==> config.mk <==
export PLATFORM = sky130hd
export DESIGN_NAME = matching_point_seq_flat
export DESIGN_NICKNAME = d
export VERILOG_FILES = /design/src/rtl/matching_point_seq_if.sv /design/src/rtl/matching_point_seq.sv /design/src/flat_wrapper.sv
export SDC_FILE = /design/constraint.sdc
export NUM_CORES = 1
export LEC_CHECK = 0
export BUFFER_PORTS_ARGS = -buffer_cell sky130_fd_sc_hd__clkbuf_2
export CAP_MARGIN = 20
export CORE_AREA = 2 2 269 271
export CTS_CLUSTER_SIZE = 30
export DETAILED_ROUTE_END_ITERATION = 6
export DIE_AREA = 0 0 271 273
export SETUP_SLACK_MARGIN = 0.2
export SYNTH_ARGS = -nofsm -noshare
export SYNTH_HDL_FRONTEND = slang
export SYNTH_SLANG_ARGS = --single-unit
==> constraint.sdc <==
create_clock -name clk -period 3.17 [get_ports clk]
set_clock_uncertainty 0.2 [all_clocks]
set_input_delay 0.4755 -clock clk [delete_from_list [all_inputs] [get_ports clk]]
set_output_delay 0.4755 -clock clk [all_outputs]
set_load 0.01 [all_outputs]
==> src/rtl/matching_point_seq_if.sv <==
// Result beat stream from the matching-point sequencer to the downstream matcher.
// One beat carries the captured datapath points for a single tau.
interface matching_point_seq_if #(
  parameter int WIDTH = 14
);
  logic               out_valid;
  logic               out_ready;
  logic [4*WIDTH-1:0] out_xi;
  logic [4*WIDTH-1:0] out_yi;
  logic [4*WIDTH-1:0] out_xo;
  logic [4*WIDTH-1:0] out_yo;
  logic [WIDTH-1:0]   out_xb;
  logic [WIDTH-1:0]   out_yb;
  logic [7:0]         out_tau;
  logic               out_last;

  modport master (
    output out_valid, out_xi, out_yi, out_xo, out_yo, out_xb, out_yb, out_tau, out_last,
    input  out_ready
  );

  modport slave (
    input  out_valid, out_xi, out_yi, out_xo, out_yo, out_xb, out_yb, out_tau, out_last,
    output out_ready
  );
endinterface

==> src/rtl/matching_point_seq.sv <==
// Sequencer for the matching-point datapath: latches one eye-parameter set, sweeps tau,
// waits the datapath latency per point and streams the captured results out.
module matching_point_seq #(
  parameter int WIDTH    = 14,
  parameter int NUM_TAU  = 64,
  parameter int TAU_STEP = 4,
  parameter int LAT      = 8
) (
  input  logic               clk,
  input  logic               rst,
  input  logic               start,
  input  logic               abort,
  input  logic [11:0]        theta_in,
  input  logic [11:0]        phi_in,
  input  logic [11:0]        alpha_in,
  input  logic [13:0]        xc_in,
  input  logic [13:0]        yc_in,
  input  logic [12:0]        rE_in,
  output logic [11:0]        dp_theta,
  output logic [11:0]        dp_phi,
  output logic [11:0]        dp_alpha,
  output logic [13:0]        dp_xc,
  output logic [13:0]        dp_yc,
  output logic [12:0]        dp_rE,
  output logic [7:0]         dp_tau,
  input  logic [4*WIDTH-1:0] dp_new_xi,
  input  logic [4*WIDTH-1:0] dp_new_yi,
  input  logic [4*WIDTH-1:0] dp_new_xo,
  input  logic [4*WIDTH-1:0] dp_new_yo,
  input  logic [WIDTH-1:0]   dp_xb,
  input  logic [WIDTH-1:0]   dp_yb,
  matching_point_seq_if.master out_if,
  output logic               busy,
  output logic               done
);

  localparam int IDX_W = $clog2(NUM_TAU + 1);
  localparam int CNT_W = $clog2(LAT + 1);
  localparam int PAR_W = 3 * 12 + 2 * 14 + 13;
  localparam int PTS_W = 18 * WIDTH;
  localparam logic [IDX_W-1:0] LAST_IDX = IDX_W'(NUM_TAU - 1);
  localparam logic [CNT_W-1:0] LAT_CNT  = CNT_W'(LAT);
  localparam logic [7:0]       STEP8    = 8'(TAU_STEP);

  typedef enum logic [1:0] {IDLE, SETTLE, EMIT, DONE} state_t;

  state_t             state_q, state_d;
  logic [CNT_W-1:0]   cnt_q, cnt_d;
  logic [IDX_W-1:0]   idx_q, idx_d;
  logic [PAR_W-1:0]   par_q, par_d;
  logic [7:0]         tau_q, tau_d;
  logic               vld_q, vld_d;
  logic               last_q, last_d;
  logic [7:0]         otau_q, otau_d;
  logic [PTS_W-1:0]   pts_q, pts_d;

  always_ff @(posedge clk) begin
    if (rst) begin
      state_q <= IDLE;
      cnt_q   <= '0;
      idx_q   <= '0;
      par_q   <= '0;
      tau_q   <= '0;
      vld_q   <= 1'b0;
      last_q  <= 1'b0;
      otau_q  <= '0;
      pts_q   <= '0;
    end else begin
      state_q <= state_d;
      cnt_q   <= cnt_d;
      idx_q   <= idx_d;
      par_q   <= par_d;
      tau_q   <= tau_d;
      vld_q   <= vld_d;
      last_q  <= last_d;
      otau_q  <= otau_d;
      pts_q   <= pts_d;
    end
  end

  // The settle counter runs LAT down to 0 and the capture happens on the edge after it
  // reaches 0, giving LAT+1 clocks from a stable tau to a valid beat.
  always_comb begin
    state_d = state_q;
    cnt_d   = cnt_q;
    idx_d   = idx_q;
    par_d   = par_q;
    tau_d   = tau_q;
    vld_d   = vld_q;
    last_d  = last_q;
    otau_d  = otau_q;
    pts_d   = pts_q;
    case (state_q)
      IDLE: begin
        if (start && !abort) begin
          par_d   = {theta_in, phi_in, alpha_in, xc_in, yc_in, rE_in};
          tau_d   = '0;
          idx_d   = '0;
          cnt_d   = LAT_CNT;
          state_d = SETTLE;
        end
      end
      SETTLE: begin
        if (abort) begin
          state_d = IDLE;
        end else if (cnt_q == '0) begin
          pts_d   = {dp_new_xi, dp_new_yi, dp_new_xo, dp_new_yo, dp_xb, dp_yb};
          otau_d  = tau_q;
          last_d  = (idx_q == LAST_IDX);
          vld_d   = 1'b1;
          state_d = EMIT;
        end else begin
          cnt_d = cnt_q - CNT_W'(1);
        end
      end
      EMIT: begin
        // Abort wins over a handshake on the same edge.
        if (abort) begin
          vld_d   = 1'b0;
          state_d = IDLE;
        end else if (vld_q && out_if.out_ready) begin
          vld_d = 1'b0;
          if (last_q) begin
            state_d = DONE;
          end else begin
            idx_d   = idx_q + IDX_W'(1);
            tau_d   = tau_q + STEP8;
            cnt_d   = LAT_CNT;
            state_d = SETTLE;
          end
        end
      end
      DONE:    state_d = IDLE;
      default: state_d = IDLE;
    endcase
  end

  assign {dp_theta, dp_phi, dp_alpha, dp_xc, dp_yc, dp_rE} = par_q;
  assign dp_tau = tau_q;

  assign {out_if.out_xi, out_if.out_yi, out_if.out_xo, out_if.out_yo,
          out_if.out_xb, out_if.out_yb} = pts_q;
  assign out_if.out_valid = vld_q;
  assign out_if.out_tau   = otau_q;
  assign out_if.out_last  = last_q;

  assign busy = (state_q != IDLE);
  assign done = (state_q == DONE);

endmodule

==> src/flat_wrapper.sv <==
// flat-port wrapper written by rule: the top's interface ports become plain ports
module matching_point_seq_flat 
#(
  parameter int WIDTH    = 14,
  parameter int NUM_TAU  = 64,
  parameter int TAU_STEP = 4,
  parameter int LAT      = 8
)
  (clk, rst, start, abort, theta_in, phi_in, alpha_in, xc_in, yc_in, rE_in, dp_theta, dp_phi, dp_alpha, dp_xc, dp_yc, dp_rE, dp_tau, dp_new_xi, dp_new_yi, dp_new_xo, dp_new_yo, dp_xb, dp_yb, busy, done, out_if_out_valid, out_if_out_xi, out_if_out_yi, out_if_out_xo, out_if_out_yo, out_if_out_xb, out_if_out_yb, out_if_out_tau, out_if_out_last, out_if_out_ready);
  matching_point_seq_if #(.WIDTH(WIDTH)) out_if_i ();
  input  logic clk;
  input  logic rst;
  input  logic start;
  input  logic abort;
  input  logic [11:0] theta_in;
  input  logic [11:0] phi_in;
  input  logic [11:0] alpha_in;
  input  logic [13:0] xc_in;
  input  logic [13:0] yc_in;
  input  logic [12:0] rE_in;
  output logic [11:0] dp_theta;
  output logic [11:0] dp_phi;
  output logic [11:0] dp_alpha;
  output logic [13:0] dp_xc;
  output logic [13:0] dp_yc;
  output logic [12:0] dp_rE;
  output logic [7:0] dp_tau;
  input  logic [4*WIDTH-1:0] dp_new_xi;
  input  logic [4*WIDTH-1:0] dp_new_yi;
  input  logic [4*WIDTH-1:0] dp_new_xo;
  input  logic [4*WIDTH-1:0] dp_new_yo;
  input  logic [WIDTH-1:0] dp_xb;
  input  logic [WIDTH-1:0] dp_yb;
  output logic busy;
  output logic done;
  output wire logic [$bits(out_if_i.out_valid)-1:0] out_if_out_valid;
  output wire logic [$bits(out_if_i.out_xi)-1:0] out_if_out_xi;
  output wire logic [$bits(out_if_i.out_yi)-1:0] out_if_out_yi;
  output wire logic [$bits(out_if_i.out_xo)-1:0] out_if_out_xo;
  output wire logic [$bits(out_if_i.out_yo)-1:0] out_if_out_yo;
  output wire logic [$bits(out_if_i.out_xb)-1:0] out_if_out_xb;
  output wire logic [$bits(out_if_i.out_yb)-1:0] out_if_out_yb;
  output wire logic [$bits(out_if_i.out_tau)-1:0] out_if_out_tau;
  output wire logic [$bits(out_if_i.out_last)-1:0] out_if_out_last;
  input wire logic [$bits(out_if_i.out_ready)-1:0] out_if_out_ready;
  assign out_if_out_valid = out_if_i.out_valid;
  assign out_if_out_xi = out_if_i.out_xi;
  assign out_if_out_yi = out_if_i.out_yi;
  assign out_if_out_xo = out_if_i.out_xo;
  assign out_if_out_yo = out_if_i.out_yo;
  assign out_if_out_xb = out_if_i.out_xb;
  assign out_if_out_yb = out_if_i.out_yb;
  assign out_if_out_tau = out_if_i.out_tau;
  assign out_if_out_last = out_if_i.out_last;
  assign out_if_i.out_ready = out_if_out_ready;
  matching_point_seq #(.WIDTH(WIDTH), .NUM_TAU(NUM_TAU), .TAU_STEP(TAU_STEP), .LAT(LAT)) u_core (.clk(clk), .rst(rst), .start(start), .abort(abort), .theta_in(theta_in), .phi_in(phi_in), .alpha_in(alpha_in), .xc_in(xc_in), .yc_in(yc_in), .rE_in(rE_in), .dp_theta(dp_theta), .dp_phi(dp_phi), .dp_alpha(dp_alpha), .dp_xc(dp_xc), .dp_yc(dp_yc), .dp_rE(dp_rE), .dp_tau(dp_tau), .dp_new_xi(dp_new_xi), .dp_new_yi(dp_new_yi), .dp_new_xo(dp_new_xo), .dp_new_yo(dp_new_yo), .dp_xb(dp_xb), .dp_yb(dp_yb), .out_if(out_if_i), .busy(busy), .done(done));
endmodule
==> results.toml <==
[status]
status = "finished clean"

[timing]
setup_ws_ps = 737.5
finalSetupViolations = 0
fin_tns_setup_ps = 0
grt_setup_unrepaired = "false"
max_freq_mhz = 411.1
worst_slew_pin_slew_ps = 648.7
period_share_pct = 76.73
report.final.slew_viol_count = 0
period_needed_ps = 2432
maxSlewHeadroom_pct = 56.75
hold_viol = 0

[placed_design]
globalplace.congestion = 0.8016
port_buffers = 678
dpl.hpwl_um = 32630
dp_slack_ps = 690.2

[floorplanning]
io_pins = 683
die_area_um2 = 73980
initial_core_util_pct = 17.78
rows = 98
dieWidth_um = 271
core_um2 = 71000
die_h_um = 273

[clocking]
cts_resized = 0
cts_buffer_depth = 3
post-cts-setup-buffers = 0
clock_latency_ps = 550
clkTransAtPathRegs_ps = 60
cts_buffers = 42
postCtsHoldBufs = 324
clockRootBuffer = "clkbuf_16"
htreeDepth = 2
cts_tree = "done"
clock_sinks = 356

[setup_path]
worstSetupPathType = "reg2reg"
cp_data_required_time_ps = 3390
r2r-start = "u_core.state_q[0]"
crit_path_end_kind = "flip-flop"
rr_endpoint = "u_core.pts_q[80]"
worst_ep_arrival_time_ps = 2660
reg2regPathDepth = 5
worst-path-max-fanout = 99
start_kind = "flip-flop"
reg2reg_setup_slack_ps = 740

[global_routing]
grt_overflow = 0
grt_pass1_vias = 14070
antenna_found_initial = 5
grt_pass1_wl_um = 76440
grt_max_degree = 100
track_usage_pct = 12.76

[hold_path]
hold-path-endpoint = "u_core.pts_q[177]"
hp-class = "in2reg"
min-delay-start = "dp_new_yi[37]"
hold_depth = 3

[cells_and_area]
syn_to_final_growth_pct = 71.27
diodes = 0
fin_nets = 2873
fillers = 7392
layout_common_cells = "677 x nand2_1, 677 x clkbuf_2, 356 x dfxtp_1, 348 x a21oi_1, 324 x dlygate4sd3_1"
drive_gt1_share_pct = 30.05

[synth]
ys_ff_latch = 356
synthCells = 1592
syn_area_per_cell_um2 = 7.928
ys_types = 38
synthFlopType = "dfxtp_1"
synth_area_um2 = 12620
synth_edf_count = 0
synth_seq_area_share_pct = 56.46
ys_warn_count = 0
async_flop_share_pct = 0

[routing]
vias = 14480
routedWlPerCell_um = 14.46
ant_nets = 0
wl_um = 50830
viasPerCell = 4.118
drtIter0Drc = 810
drc = 0
drtPass1Iterations = 5

[power_and_ir_drop]
power_leakage_nw = 9.122
max-vdd-ir-drop_mv = 0.4084
power.density_nw_per_um2 = 531.6

[job]
drv_cap = 0
==> cells by family after synthesis <==
| group | after synthesis | share of synthesized area (%) |
|---|---|---|
| other cells | 1 | 0.02971 |
| fa+ha+maj | 4 | 0.3965 |
| mux | 2 | 0.1586 |
| buf+inv | 128 | 4.758 |
| compound gates | 375 | 15.42 |
| simple gates | 726 | 22.77 |
| flops | 356 | 56.46 |
==> through the flow <==
| stage | std cells | util (%) | area, um2 | power, mW | hold slack, ps |
|---|---|---|---|---|---|
| detailed placement | 3117 | 23.84 | 16930 | 6.169 | 245.4 |
| CTS | 3516 | 30.45 | 21620 | 11.68 | 13.90 |
| floorplan | 1595 | - | 12630 | 5.545 | 233.0 |
| finish | 3516 | 30.45 | 21620 | 11.49 | 50.07 |
| global placement | 3117 | 23.84 | 16930 | 6.158 | 240.6 |
| global route | 3516 | 30.45 | 21620 | 12.01 | 43.00 |
==> synthesized netlist by cell type, types with 2 or more instances <==
library cell,n,share of area (%)
dfxtp_1,356,56
buf_4,28,1.7
a311oi_1,6,0.42
and2_1,2,0.099
and3_1,3,0.15
a21oi_1,348,14
mux2i_1,2,0.16
a221oi_1,2,0.14
clkbuf_1,82,2.4
nor3_1,3,0.12
a41oi_1,2,0.14
a211oi_1,5,0.30
nand3_1,8,0.32
nand2b_1,9,0.45
inv_1,5,0.15
a31oi_1,2,0.099
nor2_1,7,0.21
nand2_1,678,20
ha_1,4,0.40
o21ai_0,5,0.20
or4_1,3,0.18
or3_1,4,0.20
buf_2,12,0.48
o21a_1,2,0.12
==> registers in the layout, summed over array words and instances (netlist names) <==
| signal | flops |
|---|---|
| u_core.pts_q | 252 |
| u_core.dp_tau | 6 |
| u_core.out_if.out_last | 1 |
| u_core.idx_q | 7 |
| u_core.state_q | 2 |
| u_core.out_if.out_valid | 1 |
| u_core.out_if.out_tau | 6 |
| u_core.cnt_q | 4 |
| u_core.par_q | 77 |
==> worst max-delay path, stage by stage, from the launching register on <==
cell and delay [ps]:
dfxtp_1 560, nor3b_1 550, nand2_4 310, buf_12 270, nand2_1 190, a21oi_1 80
==> area by class of cell <==
cell class / instances / area [um2] / share of cell area, %
flip-flops and latches: 356 / 7127 / 32.97
repair buffers: 1019 / 6912 / 31.97
multi-input cells: 1111 / 4922 / 22.77
clock buffers: 59 / 1229 / 5.684
well taps: 950 / 1189 / 5.498
clock inverters: 16 / 221.5 / 1.024
inverters: 5 / 18.77 / 0.08682
==> how the worst max path moves through the flow <==
stage                             end  cells past startpoint         startpoint  slack (ps)
floorplan             u_core.cnt_q[1]                      6    u_core.cnt_q[0]        1260
global placement     u_core.pts_q[84]                      6              abort         720
detailed placement  u_core.pts_q[205]                      6              abort         690
CTS                  u_core.pts_q[50]                      5  u_core.state_q[0]         770
global route        u_core.pts_q[128]                      5  u_core.state_q[0]         550
finish               u_core.pts_q[80]                      5  u_core.state_q[0]         740
==> report_power, final <==
part | total, mW | internal, mW | switching (mW)
Sequential | 4.81 | 4.69 | 0.120
Clock | 5.08 | 3.11 | 1.97
Combinational | 1.60 | 0.747 | 0.857
Total | 11.5 | 8.55 | 2.94
==> layer usage <==
layer | global-route usage [%] | vias to the layer above | routed length, um
met1 | 14.77 | 6677 | 20160
li1 | - | 7054 | -
met4 | 6.921 | 10 | 2495
met5 | 0 | - | 57
met2 | 21.44 | 550 | 24520
met3 | 3.462 | 189 | 3591
No activity file was read; power rests on OpenSTA's default activity.
